**src/rtl/serial_adder_nbit.sv**
```systemverilog
// -----------------------------------------------------------------------------
// serial_adder_nbit
//
// Multi-cycle adder computing {Cout, S} = A + B + Cin over WIDTH bits. The sum
// is formed DIGIT bits per clock through a single DIGIT-wide ripple slice, with
// the carry held in a register between digits. One operation takes
// N = WIDTH/DIGIT working cycles followed by a one-cycle DONE state, so a
// controller that holds start high gets one result every N+1 cycles.
//
// Handshake: start is only looked at while the adder is ready (IDLE or DONE).
// A start seen on such an edge captures A/B/Cin and enters RUN; any start
// during RUN is ignored. done is a one-cycle pulse in the cycle after the
// completing edge. busy is high exactly while in RUN.
//
// Ports
//   clk          in   1      rising-edge clock
//   rst_n        in   1      synchronous active-low reset (overrides start)
//   start        in   1      launch request, sampled only when ready
//   A, B         in   WIDTH  operands, captured on the accepting edge
//   Cin          in   1      carry-in, captured on the accepting edge
//   busy         out  1      high while the operation is running
//   done         out  1      one-cycle pulse, S/Cout/Ovf valid
//   S            out  WIDTH  sum; only meaningful from done onwards
//   Cout         out  1      carry out of bit WIDTH-1 (unsigned overflow)
//   Ovf          out  1      two's-complement overflow
//   dbg_state_o  out  2      current FSM state (0 IDLE, 1 RUN, 2 DONE)
// -----------------------------------------------------------------------------
module serial_adder_nbit #(
    parameter int WIDTH = 8,
    parameter int DIGIT = 1
) (
    input  logic             clk,
    input  logic             rst_n,
    input  logic             start,
    input  logic [WIDTH-1:0] A,
    input  logic [WIDTH-1:0] B,
    input  logic             Cin,
    output logic             busy,
    output logic             done,
    output logic [WIDTH-1:0] S,
    output logic             Cout,
    output logic             Ovf,
    output logic [1:0]       dbg_state_o
);

    // Reject parameter combinations the datapath cannot represent.
    if (WIDTH < 2 || DIGIT < 1 || DIGIT > WIDTH || (WIDTH % DIGIT) != 0) begin : g_bad_params
        $error("serial_adder_nbit: illegal WIDTH/DIGIT combination");
    end

    localparam int N     = WIDTH / DIGIT;
    localparam int CNT_W = (N > 1) ? $clog2(N) : 1;

    typedef enum logic [1:0] {
        ST_IDLE = 2'd0,
        ST_RUN  = 2'd1,
        ST_DONE = 2'd2
    } state_t;

    state_t             state_q, state_d;
    logic [WIDTH-1:0]   a_q, a_d;
    logic [WIDTH-1:0]   b_q, b_d;
    logic [WIDTH-1:0]   s_q, s_d;
    logic               carry_q, carry_d;
    logic [CNT_W-1:0]   cnt_q, cnt_d;
    logic               cout_q, cout_d;
    logic               ovf_q, ovf_d;

    // Datapath helpers
    logic [DIGIT:0]     sum_slice;   // {carry out, DIGIT sum bits}
    logic [WIDTH-1:0]   digit_ext;   // sum digit zero-extended to WIDTH
    logic               last_digit;

    // -------------------------------------------------------------------------
    // State and datapath registers
    // -------------------------------------------------------------------------
    always_ff @(posedge clk) begin
        if (!rst_n) begin
            state_q <= ST_IDLE;
            a_q     <= '0;
            b_q     <= '0;
            s_q     <= '0;
            carry_q <= 1'b0;
            cnt_q   <= '0;
            cout_q  <= 1'b0;
            ovf_q   <= 1'b0;
        end else begin
            state_q <= state_d;
            a_q     <= a_d;
            b_q     <= b_d;
            s_q     <= s_d;
            carry_q <= carry_d;
            cnt_q   <= cnt_d;
            cout_q  <= cout_d;
            ovf_q   <= ovf_d;
        end
    end

    // -------------------------------------------------------------------------
    // Next-state and datapath logic
    // -------------------------------------------------------------------------
    always_comb begin
        state_d = state_q;
        a_d     = a_q;
        b_d     = b_q;
        s_d     = s_q;
        carry_d = carry_q;
        cnt_d   = cnt_q;
        cout_d  = cout_q;
        ovf_d   = ovf_q;

        // One DIGIT-wide ripple slice over the low digit of the operand regs.
        sum_slice = {1'b0, a_q[DIGIT-1:0]}
                  + {1'b0, b_q[DIGIT-1:0]}
                  + {{DIGIT{1'b0}}, carry_q};

        digit_ext              = '0;
        digit_ext[DIGIT-1:0]   = sum_slice[DIGIT-1:0];

        last_digit = (cnt_q == CNT_W'(N - 1));

        case (state_q)
            ST_IDLE, ST_DONE: begin
                if (start) begin
                    a_d     = A;
                    b_d     = B;
                    carry_d = Cin;
                    s_d     = '0;
                    cnt_d   = '0;
                    state_d = ST_RUN;
                end else if (state_q == ST_DONE) begin
                    state_d = ST_IDLE;
                end
            end

            ST_RUN: begin
                // Low digits are consumed first, so each new sum digit enters
                // at the MSB end; after N shifts digit 0 sits at bit 0.
                a_d     = a_q >> DIGIT;
                b_d     = b_q >> DIGIT;
                s_d     = (s_q >> DIGIT) | (digit_ext << (WIDTH - DIGIT));
                carry_d = sum_slice[DIGIT];
                if (last_digit) begin
                    cnt_d   = '0;
                    state_d = ST_DONE;
                    cout_d  = sum_slice[DIGIT];
                    // Carry into the MSB equals a^b^s at that bit, so
                    // (carry in) ^ (carry out) collapses to this XOR chain.
                    ovf_d   = a_q[DIGIT-1] ^ b_q[DIGIT-1]
                            ^ sum_slice[DIGIT-1] ^ sum_slice[DIGIT];
                end else begin
                    cnt_d   = cnt_q + CNT_W'(1);
                end
            end

            default: begin
                state_d = ST_IDLE;
            end
        endcase
    end

    // -------------------------------------------------------------------------
    // Outputs
    // -------------------------------------------------------------------------
    assign busy        = (state_q == ST_RUN);
    assign done        = (state_q == ST_DONE);
    assign S           = s_q;
    assign Cout        = cout_q;
    assign Ovf         = ovf_q;
    assign dbg_state_o = state_q;

endmodule
```
**config.mk**
```make
export PLATFORM = sky130hd
export DESIGN_NAME = serial_adder_nbit
export DESIGN_NICKNAME = d
export VERILOG_FILES = /design/src/rtl/serial_adder_nbit.sv
export SDC_FILE = /design/constraint.sdc
export NUM_CORES = 1
export LEC_CHECK = 0
export CAP_MARGIN = 25
export CORE_MARGIN = 5
export CORE_UTILIZATION = 48
export CTS_CLUSTER_SIZE = 24
export DETAILED_ROUTE_END_ITERATION = 8
export GPL_TIMING_DRIVEN = 0
export PLACE_DENSITY = 0.77
export SYNTH_ARGS = -nofsm -noshare
export SYNTH_HDL_FRONTEND = slang
export SYNTH_SLANG_ARGS = --single-unit
```
**constraint.sdc**
```tcl
create_clock -name clk -period 1.7 [get_ports clk]
set_clock_uncertainty 0.05 [all_clocks]
set_input_delay 0.17 -clock clk [delete_from_list [all_inputs] [get_ports clk]]
set_output_delay 0.17 -clock clk [all_outputs]
set_load 0.02 [all_outputs]
```
==> results list <==
- The finished layout holds approximately 240 standard cells, fillers aside.
- Combinational cells account for 18.9% of the total power.
- Data arrival time of the critical path: 1.76 ns
- Worst r2r src: a_q[0]
- Share of synthesized registers carrying an async set or reset: 0%
- The largest total area in the synthesized netlist belongs to sky130_fd_sc_hd__dfxtp_1.
- RePlAce Congestion: roughly 0.79
- Net Sw Frac: 27.7%
- Of the cells placed in the final design, the portion with a size suffix greater than 1 is 18.0%.
* Critical path's top delay family: adder cells
- Total length of routed wires: 3040 um
- Area fraction of the dominant cell type after synthesis: ~45%
* Number of optimization iterations in the first detailed-route pass: 4
- Global router's overall resource usage: 16.1%
* Start-to-end type of the worst setup path: flop to flop
- Relative to the synthesized area, the layout overhead comes to 29.7%.
- TritonCTS built the clock tree.
* DR iter-0 viols: 50
* Clock network latency to the later pin of the worst-skew pair: 0.33 ns
- The number of max-slew violations in the final report was 0.
- Period minus WS final: 1.56 ns
- The via count of the first global-routing pass is 1,257.
* Placeable core region: 0.00281 sq mm
- Startpoint types: flop
* Total grt overflow: 0
- F_max: 639 MHz
- After clock tree synthesis, the clock-pin slew on the worst setup and hold paths is 0.10 ns.
- The flow ran to the end, and the final reports show no timing, DRC or antenna violations.
* Final Hold Viols: 0
* Antenna cell count: 0
- The final layout contains 228 nets.
- In the synthesized netlist the dominant register cell turns out to be sky130_fd_sc_hd__dfxtp_1.
* Startpoint of the most critical hold path: A[7]
- After synthesis, the most frequently instantiated cells are sky130_fd_sc_hd__nand2_1, sky130_fd_sc_hd__dfxtp_1, sky130_fd_sc_hd__a31oi_1.
- Post-detailed-route count of antenna-violating nets: 0
- Max Fanout on Critical Path: 3
* Number of setup violations in the final report: 0
- Number of buffers and inverters on the critical path: 1
- The most numerous cell type found on the critical path is sky130_fd_sc_hd__xnor2_1.
* Delay of the slowest cell on the worst path: ~0.49 ns
- Hold-fix buffers at CTS: 0
- Synthesis produced a netlist with a net count of about 190.
- First-pass GRT wire length: 5280 um
* DP HPWL: 2260 um
- The die is approximately 65 um wide.
* Worst reg2reg path endpoint: Ovf
- Hold slack final: 0.342 ns
- During I/O placement, the number of pins put on the boundary was 34.
- In the final routed layout, each cell accounts on average for 12.8 um.
- Post-CTS setup repair buffer count: 0
* Reported leakage power: 0.000681 uW
- Counting the fill cells in the layout gives approximately 240.
- Tightest slew margin relative to the limit: 77.6%
- Worst hold path endpoint: a_q[7]
* Instance count along the most critical hold path: 3
- Post-Synthesis Cells: around 170
- Number of port buffers: 33
* Initial Utilization: 51.3%
- Setup repair after global routing left no endpoint under its margin.
- Final sum of negative setup slack: 0 ns
- Counting flops with a built-in enable in the synthesized netlist gives 0.
- The cell area that synthesis handed to floorplanning was between 0.001 and 0.0015 sq mm.
- The floorplan has 19 rows.
- Largest net degree at the start of global routing: 11
* Final core utilization: about 67%
- Clk sink count: 32
- R2R Setup Slk: 0.14 ns
* Via density per instance: 5.38
- Cell count after placement: 229
* Cell with the biggest individual delay on the critical path: sky130_fd_sc_hd__fa_1
- Clk network pwr share: 28.9%
- Net switching power: 436 uW
- The Yosys step of the flow raised 0 warnings.
* P_int: 1140 uW
- The most common cell in the synthesized netlist is sky130_fd_sc_hd__nand2_1.
* WP data required: 1.89 ns
- Min-delay worst type: input port to flop
* Critical-path cell list: inv_1, fa_1, xnor2_1, xnor2_1, a311oi_1
- The cell sitting at the root of the clock tree is a sky130_fd_sc_hd__clkbuf_4.
- Measured in cells, the most critical reg-to-reg path has a length of 5.
- After detailed routing, the number of remaining DRC violations is 0.
* Cts bufs inserted: 5
* Maximum buffer depth of the clock tree: 2
- CP Capture Type: flop
* Sequential share of power: ~52%
- Cell variety after synth: 29
* Worst IR Drop VDD: 0.547 mV
- PD cells: 843 mW/mm^2
* Syn avg cell area: 8.72 sq um
- Max-cap check violation count: 0
- Total via count in the routed design: between 1k and 1.5k
- CTS built an H-tree with a depth of 2.
- The die covers ~0.0042 sq mm.
- The final critical path takes up slightly above 90% of the cycle.
* Largest cells by area after synthesis: sky130_fd_sc_hd__dfxtp_1, sky130_fd_sc_hd__nand2_1, sky130_fd_sc_hd__a31oi_1
- Flip-flop and latch count after synthesis: 32
- DIE HEIGHT: approximately 65 um
* Slew @ Worst Pin: 0.336 ns
- Number of antenna violations at the first check in global routing: 0
- Sequential share of the synthesized area: 44.5%
## layout make-up
| type | instances | area, sq um | area share, % |
|---|---|---|---|
| Buffer | 13 | 108 | 5.76 |
| Clock buffer | 6 | 51.3 | 2.75 |
| Multi-Input combinational cell | 115 | 669 | 35.9 |
| Sequential cell | 32 | 644 | 34.5 |
| Inverter | 5 | 21.3 | 1.14 |
| Clock inverter | 2 | 10.0 | 0.536 |
| Tap cell | 31 | 38.8 | 2.08 |
| Timing Repair Buffer | 33 | 324 | 17.4 |
## cell families (layout without fill, tap and decap cells)
| group | Yosys count | after routing | share of synthesized area, % |
|---|---|---|---|
| AND/OR/NAND/NOR | 61 | 61 | 21.6 |
| AO/OA/AOI/OAI | 48 | 48 | 20.0 |
| adder cells (fa/ha/maj) | 3 | 3 | 3.13 |
| flip-flops | 32 | 32 | 44.5 |
| XOR/XNOR | 3 | 3 | 1.83 |
| buffers and inverters | 18 | 59 | 8.96 |
## placed cells by master (no fill, tap or decap), types with 2 or more instances in the layout
master	n
sky130_fd_sc_hd__nand2_1	38
sky130_fd_sc_hd__clkdlybuf4s50_1	31
sky130_fd_sc_hd__dfxtp_1	29
sky130_fd_sc_hd__a31oi_1	15
sky130_fd_sc_hd__o21ai_1	12
sky130_fd_sc_hd__a21oi_1	11
sky130_fd_sc_hd__nand3_2	8
sky130_fd_sc_hd__buf_2	5
sky130_fd_sc_hd__nand3_1	5
sky130_fd_sc_hd__clkbuf_4	5
sky130_fd_sc_hd__inv_1	4
sky130_fd_sc_hd__buf_4	4
sky130_fd_sc_hd__a21oi_2	4
sky130_fd_sc_hd__nand2b_1	3
sky130_fd_sc_hd__buf_6	3
sky130_fd_sc_hd__xnor2_1	3
sky130_fd_sc_hd__dfxtp_2	3
sky130_fd_sc_hd__a311oi_1	2
sky130_fd_sc_hd__nor2_1	2
sky130_fd_sc_hd__o21ai_0	2
sky130_fd_sc_hd__ha_1	2
sky130_fd_sc_hd__clkinv_2	2
## power by group through the flow
stage	registers, uW	logic (uW)	clock network [uW]
2_1_floorplan	837	199	0
3_3_place_gp	836	293	0
3_5_place_dp	837	300	0
4_1_cts	820	300	466
5_1_grt	827	331	514
6_report	821	297	455
## worst register-to-register path, cell delays in order, from the launching register on
cell and delay, ns:
sky130_fd_sc_hd__dfxtp_2 0.35, sky130_fd_sc_hd__inv_1 0.06, sky130_fd_sc_hd__fa_1 0.49, sky130_fd_sc_hd__xnor2_1 0.21
sky130_fd_sc_hd__xnor2_1 0.09, sky130_fd_sc_hd__a311oi_1 0.23
## stage by stage
step	setup slack [ns]	instance area [sq um]	total power, uW
final	0.136	1870	1570
after global routing	0.000618	1870	1670
after CTS	0.0190	1870	1590
after detailed placement	0.0545	1810	1140
after global placement	0.0585	1810	1130
after floorplan	0.177	1440	1040
## routing by layer
layer / GRT usage [%] / routed length [um] / up-vias
met1: 18.6 / 1350 / 582
met4: 7.92 / 51 / 0
met5: 0 / 0 / -
li1: - / - / 649
met2: 26.6 / 1470 / 36
met3: 5.53 / 164 / 7
## registers in the layout (all words and copies together), names as in the netlist
register / flops
Cout: 1
dbg_state_o: 2
S: 8
a_q: 8
b_q: 8
Ovf: 1
cnt_q: 3
carry_q: 1
## how the worst max path moves through the flow
stage / from / to / cells after the start
4_1_cts: dbg_state_o[0] / busy / 5
6_report: a_q[0] / Ovf / 5
3_5_place_dp: dbg_state_o[0] / busy / 5
2_1_floorplan: a_q[0] / Ovf / 5
3_3_place_gp: dbg_state_o[0] / busy / 5
5_1_grt: a_q[0] / Ovf / 5
## timing repair
item                       in CTS  in global routing
cloned                          0                  0
setup endpoints to repair       2                  2
gates resized for setup         4                  4
pin swaps                       0                  2
No activity file was read; power rests on OpenSTA's default activity.
